===== src/rtl/regfile_irq_flush.sv =====
// rtl/regfile_irq_flush.sv - register file with sticky interrupt-cause bits and a sequential flush engine
// Ports: clk/reset (sync, active-high); addr1/data1 and addr2/data2 combinational read ports;
//        wr/addr3/data3 synchronous write port; irq_set sets sticky bits of entry IRQ_REG;
//        flush_req starts a one-entry-per-cycle clear, busy high while clearing;
//        irq_pending is the OR of the cause bits.
// Optional: REGFILE_BYPASS_EN forwards the same-cycle write data to matching read ports.
module regfile_irq_flush #(
    parameter int DATA_W  = 32,
    parameter int ADDR_W  = 5,
    parameter int IRQ_REG = 27,
    parameter int IRQ_N   = 4
) (
    input  logic              clk,
    input  logic              reset,
    input  logic [ADDR_W-1:0] addr1,
    output logic [DATA_W-1:0] data1,
    input  logic [ADDR_W-1:0] addr2,
    output logic [DATA_W-1:0] data2,
    input  logic              wr,
    input  logic [ADDR_W-1:0] addr3,
    input  logic [DATA_W-1:0] data3,
    input  logic [IRQ_N-1:0]  irq_set,
    input  logic              flush_req,
    output logic              busy,
    output logic              irq_pending
);

    localparam int DEPTH = 1 << ADDR_W;
    localparam logic [ADDR_W-1:0] LAST_IDX = '1;

    typedef enum logic {
        IDLE,
        CLEAR
    } state_t;

    state_t            state;
    state_t            state_next;
    logic [ADDR_W-1:0] ptr;
    logic [ADDR_W-1:0] ptr_next;
    logic [DATA_W-1:0] regs      [DEPTH];
    logic [DATA_W-1:0] regs_next [DEPTH];
    logic [DATA_W-1:0] irq_ext;
    logic              wr_ok;

    // Built by assignment rather than replication so IRQ_N == DATA_W stays legal.
    always_comb begin
        irq_ext            = '0;
        irq_ext[IRQ_N-1:0] = irq_set;
    end

    // Writes are only honoured while the flush engine is idle.
    assign wr_ok = (state == IDLE) && wr && (addr3 != '0);

    always_comb begin
        state_next = state;
        ptr_next   = ptr;
        case (state)
            IDLE: begin
                if (flush_req) begin
                    state_next = CLEAR;
                    ptr_next   = ADDR_W'(1);
                end
            end
            CLEAR: begin
                // Terminal compare ends the flush on the last index; the pointer never wraps.
                if (ptr == LAST_IDX) begin
                    state_next = IDLE;
                    ptr_next   = '0;
                end else begin
                    ptr_next = ptr + ADDR_W'(1);
                end
            end
            default: begin
                state_next = IDLE;
                ptr_next   = '0;
            end
        endcase
    end

    always_comb begin
        for (int i = 0; i < DEPTH; i++) begin
            regs_next[i] = regs[i];
        end
        if (wr_ok) begin
            regs_next[addr3] = data3;
        end
        if (state == CLEAR) begin
            regs_next[ptr] = '0;
        end
        // Interrupt sets are applied last so they win over both a write and a clear.
        regs_next[IRQ_REG] = regs_next[IRQ_REG] | irq_ext;
        regs_next[0]       = '0;
    end

    always_ff @(posedge clk) begin
        if (reset) begin
            for (int i = 0; i < DEPTH; i++) begin
                regs[i] <= '0;
            end
            state <= IDLE;
            ptr   <= '0;
        end else begin
            regs  <= regs_next;
            state <= state_next;
            ptr   <= ptr_next;
        end
    end

`ifdef REGFILE_BYPASS_EN
    logic [DATA_W-1:0] wr_val;

    // Forwarded value must match what the entry will hold after the edge.
    assign wr_val = data3 | ((addr3 == ADDR_W'(IRQ_REG)) ? irq_ext : '0);

    always_comb begin
        data1 = (addr1 == '0) ? '0 : regs[addr1];
        data2 = (addr2 == '0) ? '0 : regs[addr2];
        if (wr_ok && (addr1 == addr3)) begin
            data1 = wr_val;
        end
        if (wr_ok && (addr2 == addr3)) begin
            data2 = wr_val;
        end
    end
`else
    always_comb begin
        data1 = (addr1 == '0) ? '0 : regs[addr1];
        data2 = (addr2 == '0) ? '0 : regs[addr2];
    end
`endif

    assign busy        = (state == CLEAR);
    assign irq_pending = |regs[IRQ_REG][IRQ_N-1:0];

endmodule


===== config.mk =====
export PLATFORM = sky130hd
export DESIGN_NAME = regfile_irq_flush
export DESIGN_NICKNAME = d
export VERILOG_FILES = /design/src/rtl/regfile_irq_flush.sv
export SDC_FILE = /design/constraint.sdc
export NUM_CORES = 2
export LEC_CHECK = 0
export BUFFER_PORTS_ARGS = -buffer_cell sky130_fd_sc_hd__buf_2
export CAP_MARGIN = 25
export CORE_ASPECT_RATIO = 0.75
export CORE_MARGIN = 10
export CORE_UTILIZATION = 55
export DETAILED_ROUTE_END_ITERATION = 7
export PLACE_DENSITY = 0.72
export SLEW_MARGIN = 25
export SYNTH_ARGS = -nofsm -noshare
export SYNTH_HDL_FRONTEND = slang
export SYNTH_SLANG_ARGS = --single-unit

===== constraint.sdc =====
create_clock -name clk -period 2.6 [get_ports clk]
set_input_delay 0 -clock clk [delete_from_list [all_inputs] [get_ports clk]]
set_output_delay 0 -clock clk [all_outputs]
set_load 0.05 [all_outputs]

==> impl_metrics.csv <==
group,metric,value,unit
outcome,outcome,"complete, but fails checks",
outcome,violations,"setup timing",
sta,worstMarginPinSlew,1.032,ns
floorplan,dieWidth,374.1,um
logic_synthesis,yosysTopAreaCellShare,0.3863,
logic_synthesis,syn_area_per_cell,8.023,um2
logic_synthesis,syn_inst,6447,
sta,layout_setup_ws,-0.09893,ns
setup_path,cp_slowest_cell,"a211oi_2",
logic_synthesis,synthArstFlopShare,0,
setup_path,worstReg2RegEnd,"regs[131]",
setup_path,r2r_cells,5,
routing,dr_total_vias,52307,
floorplan,core_area,93330,um2
place,place_ws,0.03648,ns
clocking,clk_path_buf_depth,3,
setup_path,timing.rr.start,"busy",
sta,layout_min_cycle_time,2.699,ns
setup_path,crit_end,"data2[6]",
logic_synthesis,ys_ff_latch,998,
sta,fin_crit_sh,1.038,
setup_path,critPathLaunchType,"register",
logic_synthesis,yosysTopAreaCell,"dfxtp_1",
hold_path,hp-class,"primary input to register",
grt,grt_pass1_wl,311.8,mm
floorplan,start_util,0.5542,
routing,drtIter0Drc,8447,
routing,drc,0,
logic_synthesis,synth-seq-area-share,0.3863,
clocking,numCtsBuffers,99,
clocking,cts_tree,"yes",
setup_path,worstPathRequired,2.60,ns
finish,area_growth_syn_to_layout,14.23,%
setup_path,endpoint_kind,"output port",
logic_synthesis,synth_edf_count,0,
grt,grt.total_usage,0.3780,
routing,routed_via_density,6.780,
clocking,clk_pin_slew,0.07,ns
sta,rsz0062_at_grt,"true",
logic_synthesis,synth.cell_area,51730,um2
setup_path,cp.depth,5,
logic_synthesis,ys_types,44,
setup_path,crit_start,"regs[70]",
sta,timing.final.max_slew_violations,0,
pwr,power,35.17,mW
logic_synthesis,synth_fp_nets,6507,
pwr,power.density,595.2,nW/um2
setup_path,crit_type,"register to output port",
setup_path,path_cells,"mux2i_1 -> o22ai_1 -> nor3_1 -> a211oi_2 -> buf_2",
pwr,power.leakage,20.79,nW
routing,routed_wl,214.6,mm
flow_run,drv_cap,0,
place,numPortBuffers,120,
setup_path,cp_max_fo,3,
setup_path,cp.arrival,2.70,ns
floorplan,dieArea,106800,um2
clocking,htreeDepth,3,
logic_synthesis,synth_area_leaders,"dfxtp_1 39%, nand2_1 15%, mux2i_1 12%, a21oi_1 9.6%, mux4_2 5.6%",
sta,clock_skew,0.02567,ns
sta,finalSetupViolCount,7,
routing,ant_nets,0,
clocking,cts_sinks,998,
pwr,peakVddDrop,0.0005742,V
setup_path,max_stage_delay,0.52,ns
place,routabilityCongestion,0.9914,
floorplan,die_h,285.6,um
sta,finalHoldViolCount,0,
grt,grt_max_degree,52,
finish,layout-drive-gt1-share,0.1482,
clocking,cts_setup_buffers,0,
grt,grt_pass1_vias,49121,
sta,slew_headroom,0.3069,
routing,routedWlPerCell,27.81,um
clocking,clk_latency,0.70,ns
hold_path,min_from,"wr",
grt,antenna_found_initial,7,
logic_synthesis,yosys_warnings,0,
sta,timing.fmax,0.3705,GHz
floorplan,io_pins,121,
clocking,ctsRootBufferMaster,"clkbuf_16",
hold_path,whs_path_depth,7,
floorplan,num_rows,97,
setup_path,cp_top_family,"compound AO/OA/AOI/OAI gates",
place,hpwlAfterDp,129.5,mm
setup_path,cp_num_buf_inv,1,
routing,dr.pass1.iters,8,
grt,grt-ovfl-total,0,
setup_path,r2r_slack,0.24,ns
finish,fin_nets,6456,
logic_synthesis,yosys_most_used_dff,"dfxtp_1",
==> worst min-delay path by stage <==
| stage | endpoint | slack (ns) |
|---|---|---|
| 6_report | regs[389] | 0.20 |
| 2_1_floorplan | regs[908] | 0.14 |
| 3_3_place_gp | regs[128] | 0.26 |
| 4_1_cts | regs[106] | 0.20 |
| 5_1_grt | regs[389] | 0.25 |
| 3_5_place_dp | regs[128] | 0.27 |
==> Yosys cell counts (4+ instances only) <==
cell type,number
clkbuf_1,356
buf_4,26
nor2_1,154
mux4_2,128
nand3_1,70
a22oi_1,64
or2_2,5
and3b_1,5
a21oi_1,993
nor3_1,66
o22ai_1,197
nand3b_1,4
buf_2,186
mux2i_1,644
or3b_2,4
buf_1,35
nor3b_1,7
a221o_1,64
buf_6,24
dfxtp_1,998
a211oi_1,64
nor2b_1,4
o21bai_1,31
mux2_2,128
nor4_1,64
nor2_4,7
ha_1,5
nand2b_1,12
inv_1,6
nand2_1,2079
==> report_power, final <==
group	switching, mW	total [mW]	internal, mW
Clock	6.60	15.5	8.90
Sequential	0.0905	15.5	15.4
Combinational	2.90	4.19	1.29
Total	9.59	35.2	25.6
==> per-layer routing <==
metal	vias to the layer above	share of wire	track usage
li1	22178	-	-
met1	24799	0.37	0.4784
met2	4305	0.41	0.5351
met3	1013	0.17	0.1710
met4	12	0.057	0.1976
met5	-	0.00080	0.006736
==> cells by family (layout without fill, tap and decap cells) <==
kind of cell             after synthesis  in the layout  share of synthesized area
AO/OA/AOI/OAI                       1415           1415                     0.1556
adder cells (fa/ha/maj)                5              5                   0.001209
buffers and inverters                633            662                    0.05580
flip-flops                           998            998                     0.3863
multiplexers                         900            900                     0.2082
other                                  0              2                          0
AND/OR/NAND/NOR                     2496           2496                     0.1929
==> final cells by class <==
cell class,instances,area [um2]
Fill cell,7734,34250
Clock buffer,142,2942
Tap cell,1237,1548
Sequential cell,998,19980
Multi-Input combinational cell,4816,29390
Clock inverter,39,555.5
Antenna cell,2,5.005
Inverter,6,22.52
Timing Repair Buffer,475,4644
==> layout by cell type, fill, tap and decap left out, drive strengths merged, types with 2 or more instances in the layout <==
| master | Yosys | layout |
|---|---|---|
| buf | 271 | 432 |
| nand2 | 2079 | 2079 |
| inv | 6 | 8 |
| mux4 | 128 | 128 |
| mux2i | 644 | 644 |
| nand3 | 70 | 70 |
| clkinv | 0 | 21 |
| o22ai | 197 | 197 |
| dlygate4sd3 | 0 | 43 |
| and2 | 3 | 3 |
| dfxtp | 998 | 998 |
| a211oi | 64 | 64 |
| a221o | 64 | 64 |
| clkinvlp | 0 | 6 |
| clkbuf | 356 | 142 |
| and3 | 2 | 2 |
| ha | 5 | 5 |
| mux2 | 128 | 128 |
| and3b | 5 | 5 |
| a21oi | 993 | 993 |
| nor2b | 4 | 4 |
| nor2 | 162 | 162 |
| nand4bb | 2 | 2 |
| a22oi | 64 | 64 |
| or2 | 5 | 5 |
| or3b | 4 | 4 |
| diode | 0 | 2 |
| nand2b | 12 | 12 |
| nor3b | 7 | 7 |
| nor3 | 66 | 66 |
| bufinv | 0 | 10 |
| nand3b | 4 | 4 |
| nor4 | 64 | 64 |
| o21bai | 31 | 31 |
==> through the flow <==
stage	setup TNS [ns]	instance area, um2	std cells	hold slack, ns	util
floorplan	0	51730	6447	0.1360	-
global placement	0	55040	7489	0.2645	0.5897
detailed placement	0	55040	7489	0.2694	0.5897
CTS	0	59020	7713	0.1957	0.6323
global route	-0.1293	59080	7714	0.2493	0.6330
finish	-0.3320	59080	7715	0.1974	0.6331
==> state kept, by name (all words and copies together), names as in the netlist <==
signal,count
busy,1
ptr,5
regs,992
==> worst min-delay path: cells and delay by family <==
family / cells / cell delay, ns
AO/OA/AOI/OAI: 1 / 0.05
buffers and inverters: 3 / 0.54
AND/OR/NAND/NOR: 3 / 0.26
==> what timing repair did <==
action / CTS / global route
resized for setup: 9 / 13
hold endpoints to repair: 997 / 0
endpoints found under the setup margin: 8 / 15
hold buffers: 43 / 0
gates cloned: 0 / 0
(Power assumes the default switching activity.)
